==> src/rtl/ps2_ascii_source_if.sv <==
// Keyboard-side bundle of ps2_ascii_source: the raw PS/2 lines in, and the
// decoded key level, strobes and status out.
interface ps2_ascii_source_if;
  logic       ps2_clk;
  logic       ps2_data;
  logic [7:0] ascii;
  logic       key_pulse;
  logic [7:0] scan_code;
  logic       code_valid;
  logic       frame_err;
  logic       caps_led;

  modport master (
    input  ps2_clk, ps2_data,
    output ascii, key_pulse, scan_code, code_valid, frame_err, caps_led
  );

  modport slave (
    output ps2_clk, ps2_data,
    input  ascii, key_pulse, scan_code, code_valid, frame_err, caps_led
  );
endinterface

==> src/rtl/ps2_ascii_source.sv <==
// PS/2 set-2 keyboard receiver and decoder: presents the ASCII code of the held
// key as a level (zero after release) for the text terminal's typematic logic.
module ps2_ascii_source #(
  parameter int TIMEOUT_CYCLES = 50000
) (
  input  logic               clk,
  input  logic               reset,
  ps2_ascii_source_if.master bus
);

  typedef enum logic [1:0] {F_IDLE, F_DATA, F_PARITY, F_STOP} frame_state_t;
  typedef enum logic [1:0] {D_NORM, D_BRK, D_EXT, D_EXT_BRK} dec_state_t;

  localparam logic [15:0] TIMEOUT = 16'(TIMEOUT_CYCLES);

  logic         clk_sync_p0, clk_sync_p1, clk_prev_p2;
  logic         data_sync_p0, data_sync_p1;
  logic         fall;
  logic [15:0]  idle_cnt;
  frame_state_t fstate;
  logic [2:0]   bit_cnt;
  logic [7:0]   shreg;
  logic         par_ok;
  logic [7:0]   scan_code;
  logic         code_valid, frame_err;
  dec_state_t   dstate;
  logic         lshift, rshift, caps_led, caps_held;
  logic [7:0]   ascii, held_code;
  logic         key_pulse;
  logic [7:0]   make_ascii;

  // Returns 0 for any code without a printable/editing mapping.
  function automatic logic [7:0] map_ascii(input logic [7:0] code,
                                           input logic shift, input logic caps);
    logic [7:0] lc;
    logic [7:0] r;
    lc = 8'h00;
    r  = 8'h00;
    case (code)
      8'h1C: lc = "a";  8'h32: lc = "b";  8'h21: lc = "c";  8'h23: lc = "d";
      8'h24: lc = "e";  8'h2B: lc = "f";  8'h34: lc = "g";  8'h33: lc = "h";
      8'h43: lc = "i";  8'h3B: lc = "j";  8'h42: lc = "k";  8'h4B: lc = "l";
      8'h3A: lc = "m";  8'h31: lc = "n";  8'h44: lc = "o";  8'h4D: lc = "p";
      8'h15: lc = "q";  8'h2D: lc = "r";  8'h1B: lc = "s";  8'h2C: lc = "t";
      8'h3C: lc = "u";  8'h2A: lc = "v";  8'h1D: lc = "w";  8'h22: lc = "x";
      8'h35: lc = "y";  8'h1A: lc = "z";
      default: lc = 8'h00;
    endcase
    if (lc != 8'h00) begin
      r = (shift ^ caps) ? lc - 8'h20 : lc;
    end else begin
      case (code)
        8'h45: r = shift ? ")" : "0";
        8'h16: r = shift ? "!" : "1";
        8'h1E: r = shift ? "@" : "2";
        8'h26: r = shift ? "#" : "3";
        8'h25: r = shift ? "$" : "4";
        8'h2E: r = shift ? "%" : "5";
        8'h36: r = shift ? "^" : "6";
        8'h3D: r = shift ? "&" : "7";
        8'h3E: r = shift ? "*" : "8";
        8'h46: r = shift ? "(" : "9";
        8'h29: r = 8'h20;
        8'h5A: r = 8'h0D;
        8'h66: r = 8'h08;
        8'h4E: r = shift ? "_" : "-";
        8'h41: r = shift ? "<" : ",";
        8'h49: r = shift ? ">" : ".";
        8'h4A: r = shift ? "?" : "/";
        default: r = 8'h00;
      endcase
    end
    return r;
  endfunction

  // Stage p0/p1: synchronizers, p2: falling-edge detect of the keyboard clock
  always_ff @(posedge clk) begin
    if (reset) begin
      clk_sync_p0  <= 1'b1;
      clk_sync_p1  <= 1'b1;
      clk_prev_p2  <= 1'b1;
      data_sync_p0 <= 1'b1;
      data_sync_p1 <= 1'b1;
      fall         <= 1'b0;
    end else begin
      clk_sync_p0  <= bus.ps2_clk;
      clk_sync_p1  <= clk_sync_p0;
      clk_prev_p2  <= clk_sync_p1;
      data_sync_p0 <= bus.ps2_data;
      data_sync_p1 <= data_sync_p0;
      fall         <= clk_prev_p2 & ~clk_sync_p1;
    end
  end

  always_ff @(posedge clk) begin
    if (reset || fall)              idle_cnt <= 16'd0;
    else if (idle_cnt != 16'hFFFF)  idle_cnt <= idle_cnt + 16'd1;
  end

  // Frame stage: start/data/parity/stop, result visible the cycle after the stop edge
  always_ff @(posedge clk) begin
    if (reset) begin
      fstate     <= F_IDLE;
      bit_cnt    <= 3'd0;
      par_ok     <= 1'b0;
      scan_code  <= 8'h00;
      code_valid <= 1'b0;
      frame_err  <= 1'b0;
    end else begin
      code_valid <= 1'b0;
      frame_err  <= 1'b0;
      if (fstate != F_IDLE && idle_cnt == TIMEOUT) begin
        fstate    <= F_IDLE;
        frame_err <= 1'b1;
      end else if (fall) begin
        case (fstate)
          F_IDLE: begin
            if (!data_sync_p1) begin
              fstate  <= F_DATA;
              bit_cnt <= 3'd0;
            end
          end
          F_DATA: begin
            shreg   <= {data_sync_p1, shreg[7:1]};
            bit_cnt <= bit_cnt + 3'd1;
            if (bit_cnt == 3'd7) fstate <= F_PARITY;
          end
          F_PARITY: begin
            par_ok <= ^{shreg, data_sync_p1};
            fstate <= F_STOP;
          end
          default: begin
            if (data_sync_p1 && par_ok) begin
              scan_code  <= shreg;
              code_valid <= 1'b1;
            end else begin
              frame_err  <= 1'b1;
            end
            fstate <= F_IDLE;
          end
        endcase
      end
    end
  end

  assign make_ascii = map_ascii(scan_code, lshift | rshift, caps_led);

  // Decode stage: prefixes, modifiers and held-key level, one cycle after code_valid
  always_ff @(posedge clk) begin
    if (reset) begin
      dstate    <= D_NORM;
      lshift    <= 1'b0;
      rshift    <= 1'b0;
      caps_led  <= 1'b0;
      caps_held <= 1'b0;
      ascii     <= 8'h00;
      held_code <= 8'h00;
      key_pulse <= 1'b0;
    end else begin
      key_pulse <= 1'b0;
      if (code_valid) begin
        case (dstate)
          D_NORM: begin
            if (scan_code == 8'hF0) begin
              dstate <= D_BRK;
            end else if (scan_code == 8'hE0) begin
              dstate <= D_EXT;
            end else if (!(scan_code inside {8'hAA, 8'hFA, 8'hFE, 8'hEE, 8'h00, 8'hFF})) begin
              if (scan_code == 8'h12) lshift <= 1'b1;
              if (scan_code == 8'h59) rshift <= 1'b1;
              if (scan_code == 8'h58 && !caps_held) begin
                caps_led  <= ~caps_led;
                caps_held <= 1'b1;
              end
              if (make_ascii != 8'h00) begin
                ascii     <= make_ascii;
                held_code <= scan_code;
                key_pulse <= 1'b1;
              end
            end
          end
          D_BRK: begin
            if (scan_code == 8'h12) lshift    <= 1'b0;
            if (scan_code == 8'h59) rshift    <= 1'b0;
            if (scan_code == 8'h58) caps_held <= 1'b0;
            if (scan_code == held_code) begin
              ascii     <= 8'h00;
              held_code <= 8'h00;
            end
            dstate <= D_NORM;
          end
          D_EXT:   dstate <= (scan_code == 8'hF0) ? D_EXT_BRK : D_NORM;
          default: dstate <= D_NORM;
        endcase
      end
    end
  end

  assign bus.ascii      = ascii;
  assign bus.key_pulse  = key_pulse;
  assign bus.scan_code  = scan_code;
  assign bus.code_valid = code_valid;
  assign bus.frame_err  = frame_err;
  assign bus.caps_led   = caps_led;

endmodule

==> src/flat_wrapper.sv <==
// flat-port wrapper written by rule: the top's interface ports become plain ports
module ps2_ascii_source_flat 
#(
  parameter int TIMEOUT_CYCLES = 50000
)
  (clk, reset, bus_ps2_clk, bus_ps2_data, bus_ascii, bus_key_pulse, bus_scan_code, bus_code_valid, bus_frame_err, bus_caps_led);
  ps2_ascii_source_if bus_i ();
  input  logic clk;
  input  logic reset;
  input wire logic [$bits(bus_i.ps2_clk)-1:0] bus_ps2_clk;
  input wire logic [$bits(bus_i.ps2_data)-1:0] bus_ps2_data;
  output wire logic [$bits(bus_i.ascii)-1:0] bus_ascii;
  output wire logic [$bits(bus_i.key_pulse)-1:0] bus_key_pulse;
  output wire logic [$bits(bus_i.scan_code)-1:0] bus_scan_code;
  output wire logic [$bits(bus_i.code_valid)-1:0] bus_code_valid;
  output wire logic [$bits(bus_i.frame_err)-1:0] bus_frame_err;
  output wire logic [$bits(bus_i.caps_led)-1:0] bus_caps_led;
  assign bus_i.ps2_clk = bus_ps2_clk;
  assign bus_i.ps2_data = bus_ps2_data;
  assign bus_ascii = bus_i.ascii;
  assign bus_key_pulse = bus_i.key_pulse;
  assign bus_scan_code = bus_i.scan_code;
  assign bus_code_valid = bus_i.code_valid;
  assign bus_frame_err = bus_i.frame_err;
  assign bus_caps_led = bus_i.caps_led;
  ps2_ascii_source #(.TIMEOUT_CYCLES(TIMEOUT_CYCLES)) u_core (.clk(clk), .reset(reset), .bus(bus_i));
endmodule
==> config.mk <==
export PLATFORM = sky130hd
export DESIGN_NAME = ps2_ascii_source_flat
export DESIGN_NICKNAME = d
export VERILOG_FILES = /design/src/rtl/ps2_ascii_source_if.sv /design/src/rtl/ps2_ascii_source.sv /design/src/flat_wrapper.sv
export SDC_FILE = /design/constraint.sdc
export NUM_CORES = 1
export LEC_CHECK = 0
export BUFFER_PORTS_ARGS = -buffer_cell sky130_fd_sc_hd__clkbuf_2
export CORE_MARGIN = 2
export CORE_UTILIZATION = 25
export CTS_BUF_LIST = sky130_fd_sc_hd__clkbuf_8
export CTS_CLUSTER_DIAMETER = 150
export DETAILED_ROUTE_END_ITERATION = 12
export GPL_TIMING_DRIVEN = 0
export PLACE_DENSITY = 0.46
export SYNTH_ARGS = -nofsm -noshare
export SYNTH_HDL_FRONTEND = slang
export SYNTH_SLANG_ARGS = --single-unit
==> constraint.sdc <==
create_clock -name clk -period 4 [get_ports clk]
set_clock_uncertainty 0.2 [all_clocks]
set_input_delay 0.4 -clock clk [delete_from_list [all_inputs] [get_ports clk]]
set_output_delay 0.4 -clock clk [all_outputs]
set_load 0.005 [all_outputs]
==> results.json <==
{
  "status": "completed",
  "postSynthAreaPerCell_um2": 8.115,
  "powerDensity_nw_per_um2": 264.3,
  "rrSetupSlack_ns": 0.35,
  "start_util_pct": 25.39,
  "cts-root-buf": "clkbuf_8",
  "n_antenna_cell": 0,
  "via_per_inst": 5.025,
  "hold_violations": 0,
  "cts.sinks": 75,
  "met1_usage_pct": 20.09,
  "clockBufferDepth": 2,
  "ys_seq_area_share_pct": 32.11,
  "min_path_cells": 1,
  "r2r_cells": 14,
  "syn_nets": 628,
  "synth_most_common_cell": "nand2_1",
  "endpoint_kind": "register",
  "cp.required_ns": 4.07,
  "area_growth_syn_to_layout_pct": 14.12,
  "fmax_mhz": 274.3,
  "criticalPathCategory": "register to register",
  "dp_hpwl_um": 10930,
  "postLayoutSetupSlackWorst_ns": 0.3539,
  "grt_use_total_pct": 14.88,
  "critPathMaxFanout": 10,
  "drtPass1Iterations": 5,
  "nets": 664,
  "hold-path-endpoint": "u_core.clk_sync_p1$_SDFF_PP1_",
  "cp_slowest_cell": "dfxtp_1",
  "internal_power_w": 0.001146,
  "vias": 4588,
  "synth.yosys.warnings": 0,
  "netSwitchingFraction_pct": 22.87,
  "die_h_um": 144.4,
  "cpPeakStageDelay_ns": 0.36,
  "crit_chain": "inv_1 -> ha_1 -> nor4b_4 -> nand4_4 -> o21bai_4 -> buf_2 -> mux2i_1 -> nor2_1 -> inv_1 -> ha_1 -> nand2_1 -> a21oi_1 -> a21oi_1 -> o32ai_1",
  "met3_usage_pct": 3.179,
  "ys_seq_elements": 75,
  "pwr-share-comb_pct": 3.0,
  "cp.arrival_ns": 3.71,
  "max_slew_margin_pct": 34.48,
  "cts_tree": "done",
  "worst_pin_slew_ns": 0.9691,
  "rows": 51,
  "clk_pin_slew_ns": 0.09,
  "async_flop_share_pct": 0,
  "grt_busiest_layer": "met2",
  "tns_ns": 0,
  "setup_viol": 0,
  "die_area_um2": 20840,
  "min_period_ns": 3.646,
  "ant_nets": 0,
  "grt.overflow.total": 0,
  "hold_class": "register to register",
  "wl_per_cell_um": 16.12,
  "grt_pass1_vias": 4541,
  "p_clk_share_pct": 45.5,
  "numCtsBuffers": 9,
  "critPathTopFamily": "compound AO/OA/AOI/OAI gates",
  "synth_area_leaders": "dfxtp_1 27%, nand2_1 5.5%, mux2i_1 5.3%",
  "synth_edf_count": 8,
  "gp_congestion": 0.8609,
  "drv_slew": 0,
  "rsz0062_at_grt": "no",
  "grt_max_degree": 14,
  "cp_num_buf_inv": 3,
  "drtIter0Drc": 251,
  "grt_pass1_wl_um": 24220,
  "p_sw_w": 0.0003398,
  "p_seq_share_pct": 51.6,
  "antenna_found_initial": 0,
  "netlist_top_cells_count": "72 x nand2_1, 67 x dfxtp_1, 50 x nor2_1",
  "synth_area_um2": 4926,
  "reg2reg_from": "u_core.idle_cnt[0]$_SDFFE_PP0P_",
  "clk_latency_ns": 0.38,
  "hold_start": "u_core.clk_sync_p0$_SDFF_PP1_",
  "chipWidth_um": 144.4,
  "ios": 24,
  "portBuffers": 23,
  "yosysTopAreaCell": "dfxtp_1",
  "synth_cell_types": 73,
  "drc": 0,
  "synthFlopType": "dfxtp_1",
  "gr-usage-met2_pct": 23.60,
  "core_area_um2": 19400,
  "dp_slack_ns": 0.04425,
  "max_cap_violations": 0,
  "drive_gt1_share_pct": 12.81,
  "netlist.area_leader.share_pct": 27.23,
  "cts.htree.levels": 3,
  "drt_wl_total_um": 14720,
  "ir_drop_v": 0.0001215,
  "power.leakage_nw": 2.067,
  "worst_setup_path_start_kind": "register",
  "finalCritPeriodShare_pct": 91.15,
  "synthCells": 607
}
## how the worst max path moves through the flow
| stage | from | to | depth (start not counted) |
|---|---|---|---|
| after floorplan | u_core.idle_cnt[0]$_SDFFE_PP0P_ | register | 14 |
| after global placement | reset | register | 13 |
| after detailed placement | reset | register | 13 |
| after CTS | u_core.idle_cnt[0]$_SDFFE_PP0P_ | register | 16 |
| after global routing | u_core.idle_cnt[0]$_SDFFE_PP0P_ | register | 14 |
| final | u_core.idle_cnt[0]$_SDFFE_PP0P_ | register | 14 |
## logic make-up after synthesis
| group | synth area share (%) |
|---|---|
| mux | 6.198 |
| buf+inv | 5.867 |
| fa+ha+maj | 4.521 |
| xor+xnor | 6.045 |
| compound gates | 16.74 |
| flops | 32.11 |
| simple gates | 28.52 |
## area by class of cell
| type | count | area, um2 |
|---|---|---|
| clock inverters | 6 | 88.84 |
| multi-input cells | 465 | 3058 |
| clock buffers | 10 | 137.6 |
| plain buffers | 41 | 191.4 |
| flip-flops and latches | 75 | 1582 |
| well taps | 265 | 331.6 |
| inverters | 26 | 97.59 |
| repair buffers | 25 | 135.1 |
| fillers | 2137 | 13780 |
## power groups by stage
stage,clock (W),sequential (W),combinational (W)
floorplan,0,0.000783,0.0000288
global placement,0,0.000784,0.0000426
detailed placement,0,0.000784,0.0000430
CTS,0.000706,0.000767,0.0000450
global route,0.000727,0.000768,0.0000498
finish,0.000676,0.000766,0.0000440
## worst register-to-register path: stages (launching register included)
cell and delay (ns):
dfxtp_1 0.36, inv_1 0.09, ha_1 0.16, nor4b_4 0.25, nand4_4 0.23, o21bai_4 0.30
buf_2 0.28, mux2i_1 0.26, nor2_1 0.13, inv_1 0.18, ha_1 0.30, nand2_1 0.16
a21oi_1 0.20, a21oi_1 0.10, o32ai_1 0.35
## cell usage in the layout (no fill, tap or decap), types with 12 or more instances in the layout
master,instances
mux2i_1,26
o21ai_0,22
clkbuf_2,24
ha_1,16
clkbuf_1,17
nand3_1,32
inv_1,24
nor2b_1,12
nor3_1,14
dfxtp_1,67
nand2b_1,12
xnor2_1,23
nand2_1,72
nor2_1,50
buf_2,14
a21oi_1,33
## state kept, by name, summed over array words and instances (netlist names), 2 cells and up, named ones only
register	flops
u_core.bit_cnt	3
u_core.bus.ascii	8
u_core.bus.scan_code	8
u_core.dstate	2
u_core.fstate	2
u_core.held_code	8
u_core.idle_cnt	16
u_core.shreg	8
## stage by stage
stage | std cells | util, % | power [W] | instance area (um2) | hold slack (ns)
CTS | 913 | 28.97 | 0.001518 | 5619 | 0.2170
finish | 913 | 28.98 | 0.001486 | 5622 | 0.2121
global route | 913 | 28.98 | 0.001545 | 5622 | 0.2297
detailed placement | 895 | 27.70 | 0.0008274 | 5373 | 0.1967
floorplan | 607 | - | 0.0008119 | 4926 | 0.1895
global placement | 895 | 27.70 | 0.0008267 | 5373 | 0.1962
## per-layer routing
| metal | share of wire, % | routed length (um) | up-vias |
|---|---|---|---|
| met5 | 0 | 0 | - |
| met3 | 4.8 | 704 | 20 |
| met1 | 48 | 7093 | 2195 |
| met4 | 1.4 | 205 | 0 |
| met2 | 46 | 6720 | 137 |
| li1 | - | - | 2236 |
## what timing repair did
action,CTS,global route
hold buffers,2,0
endpoints found under the setup margin,0,1
buffers inserted,0,0
endpoints found under the hold margin,2,0
gates resized for setup,0,1
(Power assumes the default switching activity.)
